$ cat src/rtl/lfsr_srv_pkg.sv
// Shared types and constants for the LFSR random-number server: FSM state
// encoding and default maximal-length feedback polynomials for narrow LFSRs.
package lfsr_srv_pkg;

    typedef enum logic [1:0] {
        ST_IDLE = 2'd0,
        ST_RUN  = 2'd1,
        ST_DONE = 2'd2
    } state_e;

    localparam logic [0:0] POLY_W1 = 1'h1;
    localparam logic [1:0] POLY_W2 = 2'h3;
    localparam logic [2:0] POLY_W3 = 3'h6;
    localparam logic [3:0] POLY_W4 = 4'hC;
    localparam logic [4:0] POLY_W5 = 5'h12;
    localparam logic [5:0] POLY_W6 = 6'h30;

    // Returns the maximal-length polynomial for a given width, zero if none known.
    function automatic logic [7:0] default_poly(input int w);
        case (w)
            1:       return {7'd0, POLY_W1};
            2:       return {6'd0, POLY_W2};
            3:       return {5'd0, POLY_W3};
            4:       return {4'd0, POLY_W4};
            5:       return {3'd0, POLY_W5};
            6:       return {2'd0, POLY_W6};
            default: return 8'h00;
        endcase
    endfunction

endpackage

$ cat src/rtl/lfsr.sv
// Right-shifting Galois LFSR with enable; an all-zero state is reloaded with
// the seed so the generator can never lock up.
module lfsr
    import lfsr_srv_pkg::*;
#(
    parameter int           W    = 5,
    parameter logic [W-1:0] POLY = W'(default_poly(W)),
    parameter logic [W-1:0] SEED = W'(1)
) (
    input  logic         clk,
    input  logic         rst,
    input  logic         en,
    output logic [W-1:0] q
);

    localparam logic [W-1:0] RELOAD = (SEED == {W{1'b0}}) ? W'(1) : SEED;

    logic [W-1:0] q_r;
    logic [W-1:0] step_s;

    // One Galois step: shift right and fold the polynomial in when a one falls out.
    always_comb begin
        step_s = q_r >> 1;
        if (q_r[0]) begin
            step_s = (q_r >> 1) ^ POLY;
        end else begin
            step_s = q_r >> 1;
        end
    end

    // Generator state register with seed reload on reset or lock-up.
    always_ff @(posedge clk) begin
        if (rst) begin
            q_r <= RELOAD;
        end else if (q_r == {W{1'b0}}) begin
            q_r <= RELOAD;
        end else if (en) begin
            q_r <= step_s;
        end else begin
            q_r <= q_r;
        end
    end

    assign q = q_r;

endmodule

$ cat src/rtl/lfsr_rand_server.sv
// Round-robin server sharing one LFSR among N requesters; each draw advances
// the LFSR STEPS times. Optional draw counter enabled by LFSR_SRV_STAT_EN.
module lfsr_rand_server
    import lfsr_srv_pkg::*;
#(
    parameter int           N     = 4,
    parameter int           W     = 5,
    parameter logic [W-1:0] POLY  = W'(default_poly(W)),
    parameter logic [W-1:0] SEED  = W'(1),
    parameter int           STEPS = 5
) (
    input  logic         clk,
    input  logic         rst,
    input  logic [N-1:0] req,
    output logic [N-1:0] gnt,
    output logic         rvalid,
    output logic [W-1:0] rdata,
    output logic         busy
`ifdef LFSR_SRV_STAT_EN
    ,
    output logic [15:0]  draws
`endif
);

    localparam int IW = $clog2(N);
    localparam int CW = $clog2(STEPS + 1);

    state_e         state_r, state_nxt;
    logic [CW-1:0]  cnt_r, cnt_nxt;
    logic [IW-1:0]  idx_r, idx_nxt;
    logic [IW-1:0]  ptr_r, ptr_nxt;
    logic [N-1:0]   gnt_r;
    logic           rvalid_r;
    logic           busy_r;
    logic           lfsr_en_s;

    // First set request bit at or above p, wrapping modulo N.
    function automatic logic [IW-1:0] rr_pick(input logic [N-1:0] r, input logic [IW-1:0] p);
        logic [IW-1:0] sel;
        logic          found;
        int            j;
        sel   = p;
        found = 1'b0;
        for (int i = 0; i < N; i++) begin
            j = (int'(p) + i) % N;
            if (!found && r[j]) begin
                sel   = IW'(j);
                found = 1'b1;
            end
        end
        return sel;
    endfunction

    // Next-state logic: arbitrate in IDLE, count LFSR steps in RUN, rotate pointer in DONE.
    always_comb begin
        state_nxt = state_r;
        cnt_nxt   = cnt_r;
        idx_nxt   = idx_r;
        ptr_nxt   = ptr_r;
        lfsr_en_s = 1'b0;
        case (state_r)
            ST_IDLE: begin
                if (req != {N{1'b0}}) begin
                    idx_nxt   = rr_pick(req, ptr_r);
                    cnt_nxt   = CW'(STEPS - 1);
                    state_nxt = ST_RUN;
                end else begin
                    state_nxt = ST_IDLE;
                end
            end
            ST_RUN: begin
                lfsr_en_s = 1'b1;
                if (cnt_r == {CW{1'b0}}) begin
                    state_nxt = ST_DONE;
                end else begin
                    cnt_nxt = cnt_r - CW'(1);
                end
            end
            ST_DONE: begin
                if (idx_r == IW'(N - 1)) begin
                    ptr_nxt = {IW{1'b0}};
                end else begin
                    ptr_nxt = idx_r + IW'(1);
                end
                state_nxt = ST_IDLE;
            end
            default: begin
                state_nxt = ST_IDLE;
            end
        endcase
    end

    // State and output registers; outputs are precomputed from the next state.
    always_ff @(posedge clk) begin
        if (rst) begin
            state_r  <= ST_IDLE;
            cnt_r    <= {CW{1'b0}};
            idx_r    <= {IW{1'b0}};
            ptr_r    <= {IW{1'b0}};
            gnt_r    <= {N{1'b0}};
            rvalid_r <= 1'b0;
            busy_r   <= 1'b0;
        end else begin
            state_r  <= state_nxt;
            cnt_r    <= cnt_nxt;
            idx_r    <= idx_nxt;
            ptr_r    <= ptr_nxt;
            rvalid_r <= (state_nxt == ST_DONE);
            busy_r   <= (state_nxt != ST_IDLE);
            if (state_nxt == ST_DONE) begin
                gnt_r <= {{(N-1){1'b0}}, 1'b1} << idx_nxt;
            end else begin
                gnt_r <= {N{1'b0}};
            end
        end
    end

    assign gnt    = gnt_r;
    assign rvalid = rvalid_r;
    assign busy   = busy_r;

    lfsr #(
        .W    (W),
        .POLY (POLY),
        .SEED (SEED)
    ) u_lfsr (
        .clk (clk),
        .rst (rst),
        .en  (lfsr_en_s),
        .q   (rdata)
    );

`ifdef LFSR_SRV_STAT_EN
    logic [15:0] draws_r;

    // Saturating count of completed draws.
    always_ff @(posedge clk) begin
        if (rst) begin
            draws_r <= 16'h0000;
        end else if ((state_r == ST_DONE) && (draws_r != 16'hFFFF)) begin
            draws_r <= draws_r + 16'h0001;
        end else begin
            draws_r <= draws_r;
        end
    end

    assign draws = draws_r;
`endif

endmodule

$ cat config.mk
export PLATFORM = sky130hd
export DESIGN_NAME = lfsr_rand_server
export DESIGN_NICKNAME = d
export VERILOG_FILES = /design/src/rtl/lfsr_srv_pkg.sv /design/src/rtl/lfsr.sv /design/src/rtl/lfsr_rand_server.sv
export SDC_FILE = /design/constraint.sdc
export NUM_CORES = 1
export LEC_CHECK = 0
export CAP_MARGIN = 20
export CORE_MARGIN = 3
export CORE_UTILIZATION = 40
export DETAILED_ROUTE_END_ITERATION = 16
export GPL_ROUTABILITY_DRIVEN = 0
export GPL_TIMING_DRIVEN = 1
export PLACE_DENSITY_LB_ADDON = 0.3
export SYNTH_ARGS = -nofsm -noshare
export SYNTH_HDL_FRONTEND = slang
export SYNTH_SLANG_ARGS = --single-unit
export TNS_END_PERCENT = 10
$ cat constraint.sdc
create_clock -name clk -period 1.4 [get_ports clk]
set_input_delay 0.28 -clock clk [delete_from_list [all_inputs] [get_ports clk]]
set_output_delay 0.28 -clock clk [all_outputs]
set_load 0.01 [all_outputs]
==> results of run 1 <==
-- cells in the mapped netlist (2+ instances only) --
master	count	share of area, %
and4bb_2	2	2.7
a21oi_1	14	7.4
buf_6	2	2.4
nor2_1	13	5.2
buf_4	4	3.2
ha_1	3	4.0
nand3_1	3	1.6
nor3_1	4	2.1
nand2_1	12	4.8
inv_1	6	2.4
nand2b_1	2	1.3
dfxtp_1	20	43
-- metal layers --
| metal | up-vias | wire (um) | track usage (%) | part of all wire, % |
|---|---|---|---|---|
| met5 | - | 0 | 0 | 0 |
| met4 | 0 | 54 | 7.88 | 2.8 |
| met3 | 9 | 113 | 5.72 | 5.8 |
| met2 | 20 | 917 | 25.7 | 47 |
| met1 | 357 | 863 | 18.2 | 44 |
| li1 | 418 | - | - | - |
-- per-stage QoR --
| step | hold slack (ps) | std cells | worst slack (ps) | TNS (ps) | power (mW) |
|---|---|---|---|---|---|
| 6_report | 479 | 158 | 38.8 | 0 | 1.37 |
| 3_5_place_dp | 465 | 154 | -512 | -4430 | 1.04 |
| 2_1_floorplan | 444 | 110 | -0.803 | -0.803 | 0.921 |
| 5_1_grt | 504 | 158 | -32.3 | -88.8 | 1.45 |
| 3_3_place_gp | 452 | 154 | -458 | -3940 | 1.03 |
| 4_1_cts | 481 | 158 | 11.2 | 0 | 1.36 |
-- flip-flops by register name (all words and copies together) (netlist names) --
signal / count
gnt: 4
ptr_r: 2
u_lfsr.q: 5
idx_r: 2
state_r: 2
cnt_r: 3
busy: 1
rvalid: 1
-- what timing repair did --
action | CTS | global route
cloned | 0 | 0
pin swaps | 1 | 0
resized for setup | 18 | 8
setup endpoints to repair | 19 | 7
-- final timing paths --
path	to	cells past startpoint	start	slack, ps
worst max-delay path	gnt[2]$_SDFF_PP0_	6	req[2]	40
worst min-delay path	cnt_r[0]$_SDFFE_PP0P_	2	cnt_r[0]$_SDFFE_PP0P_	480
worst max register to register	gnt[2]$_SDFF_PP0_	5	ptr_r[0]$_SDFFE_PP0N_	60
worst min register to register	cnt_r[0]$_SDFFE_PP0P_	2	cnt_r[0]$_SDFFE_PP0P_	480
-- placed cells by master, fill, tap and decap left out, types with 2 or more instances in the layout --
| cell type | n |
|---|---|
| a21oi_1 | 14 |
| and4bb_2 | 2 |
| buf_4 | 9 |
| clkbuf_4 | 3 |
| clkdlybuf4s50_1 | 3 |
| dfxtp_1 | 15 |
| dfxtp_2 | 5 |
| dlygate4sd2_1 | 13 |
| ha_1 | 2 |
| inv_1 | 5 |
| nand2_1 | 11 |
| nand2b_1 | 2 |
| nand3_1 | 3 |
| nor2_1 | 12 |
| nor2_2 | 2 |
| nor3_1 | 4 |
| o21ai_1 | 2 |
-- worst reg2reg max path, cell delays in order, from the launching register on --
cell and delay [ps]:
dfxtp_2 360, mux2_2 260, o22a_1 210, o221ai_2 180, o21a_1 190, nor2_1 60
-- power groups by stage --
stage | registers, mW | logic [mW] | clock network (mW)
2_1_floorplan | 0.678 | 0.244 | 0
3_3_place_gp | 0.681 | 0.347 | 0
3_5_place_dp | 0.682 | 0.357 | 0
4_1_cts | 0.669 | 0.342 | 0.346
5_1_grt | 0.680 | 0.395 | 0.372
6_report | 0.671 | 0.354 | 0.341
-- cell families after synthesis --
| logic type | share of synthesized area (%) |
|---|---|
| flops | 42.6 |
| mux | 2.26 |
| compound gates | 17.0 |
| buf+inv | 9.71 |
| xor+xnor | 0.931 |
| simple gates | 23.5 |
| fa+ha+maj | 3.99 |
-- area by class of cell --
| cell class | count | share of cell area (%) |
|---|---|---|
| flip-flops and latches | 20 | 34.1 |
| repair buffers | 26 | 18.7 |
| well taps | 27 | 2.84 |
| multi-input cells | 75 | 39.4 |
| clock buffers | 4 | 3.05 |
| inverters | 6 | 1.89 |
==> impl_results.md, run 1 <==
- Proportion of layout cells with a drive suffix above 1: 23.7%
- Placed Area: 1150 um^2
- Std cell rows: 16
- Fmax: 735 MHz
- First-pass GRT wire length: 3320 um
- Wire per inst: 12.3 um
- Worst hold path type: reg2reg
- H-tree lvl count: 1
- Mapped Avg Cell Area: 8.55 um^2
- Internal: 958 uW
- Most common cell on crit path: nor2_1
- RSZ-0062 raised after global routing: yes
- CP arrival: 1620 ps
- Multi-input logic area: 469 um^2
- Sw Pwr: 408 uW
- Max incr delay on CP: 480 ps
- Register area: 407 um^2
- Max_slew headroom: 82.9%
- Initial Utilization: 45.2%
- Clock tree from TritonCTS: built
- Clock buffer depth: 2
- Clock power share: 24.9%
- Worst-Margin Slew: 257 ps
- Max-slew violations: 0
- PwrDens: 1150 nW/um^2
- Hold Fails Final Rpt: 0
- WP buf/inv: 1
- Worst Setup End Kind: flop
- Vias post-DR: 804
- Die Y: 54.5 um
- Filler cells: 203
- Final ANT Viol Nets: 0
- Nets: 141
- Main synth FF type: dfxtp_1
- Fin Clk Skew: 11.1 ps
- Via density: 5.09
- Mapped Cells: 110
- Critical path cell sequence: clkdlybuf4s50_1 > nor2_1 > a211o_1 > and2_4 > nand4bb_1 > nor2_1
- Overall Global Routing Usage: 15.8%
- Leakage power: 0.519 nW
- # IOs: 17
- WP data required: 1660 ps
- TritonCTS Sinks: 20
- Core area: 2080 um^2
- Async SR Flop Fraction: 0%
- Syn Nets: 119
- Gr ovfl total: 0
- DRC violations left: 0
- Die Area: 2970 um^2
- Critical Path Fanout Max: 4
- ANT cells: 0
- Gate power share: 25.9%
- Post-Synthesis Cell Area: 941 um^2
- Status: finished clean
- Hold buffers post-CTS: 0
- Min Tclk post-route: 1360 ps
- Yosys warns: 0
- Slowest CP cell: clkdlybuf4s50_1
- Clock transition at path regs: 120 ps
- Antenna violations before repair: 0
- Final instance area: 1190 um^2
- Post-CTS setup buffers: 0
- Drt total wl: 1950 um
- Crit Path Class: in2reg
- Total CTS buffers: 3
- Pre-Repair DR Iteration Count: 4
- Worst skew pair latency: 310 ps
- Flops & latches, synth: 20
- Register share of total power: 49.1%
- Switch share: 29.9%
- Area Overhead vs Synth: 26.6%
- Root Driver: clkbuf_4
- Max IR drop VDD: 0.671 mV
- PortBufs: 16
- Sequential area share after synthesis: 42.6%
- Number of synthesized flops with an enable pin: 0
- CP Launch Type: input pin
- Final setup vio count: 0
- Layout Utilization: 57.2%
- Largest net degree at the start of global routing: 12
- Chip width: 54.5 um
- DR iter-0 viols: 8
- Critical path's top delay family: simple AND/OR/NAND/NOR gates
- Max-cap violations: 0
- Dpl hpwl: 1510 um
- Vias in the first global route: 792
- Post-synth cell types: 37
- Tcrit/Tclk final: 97.2%
(Power assumes the default switching activity.)
==> inputs of run 2 (changes only) <==
--- a/config.mk
+++ b/config.mk
@@ -8,6 +8,7 @@
 export CAP_MARGIN = 20
 export CORE_MARGIN = 3
 export CORE_UTILIZATION = 40
+export CTS_CLUSTER_SIZE = 14
 export DETAILED_ROUTE_END_ITERATION = 16
 export GPL_ROUTABILITY_DRIVEN = 0
 export GPL_TIMING_DRIVEN = 1
==> results of run 2 <==
No change in the layout: final DEF, timing and power equal those of run 1.
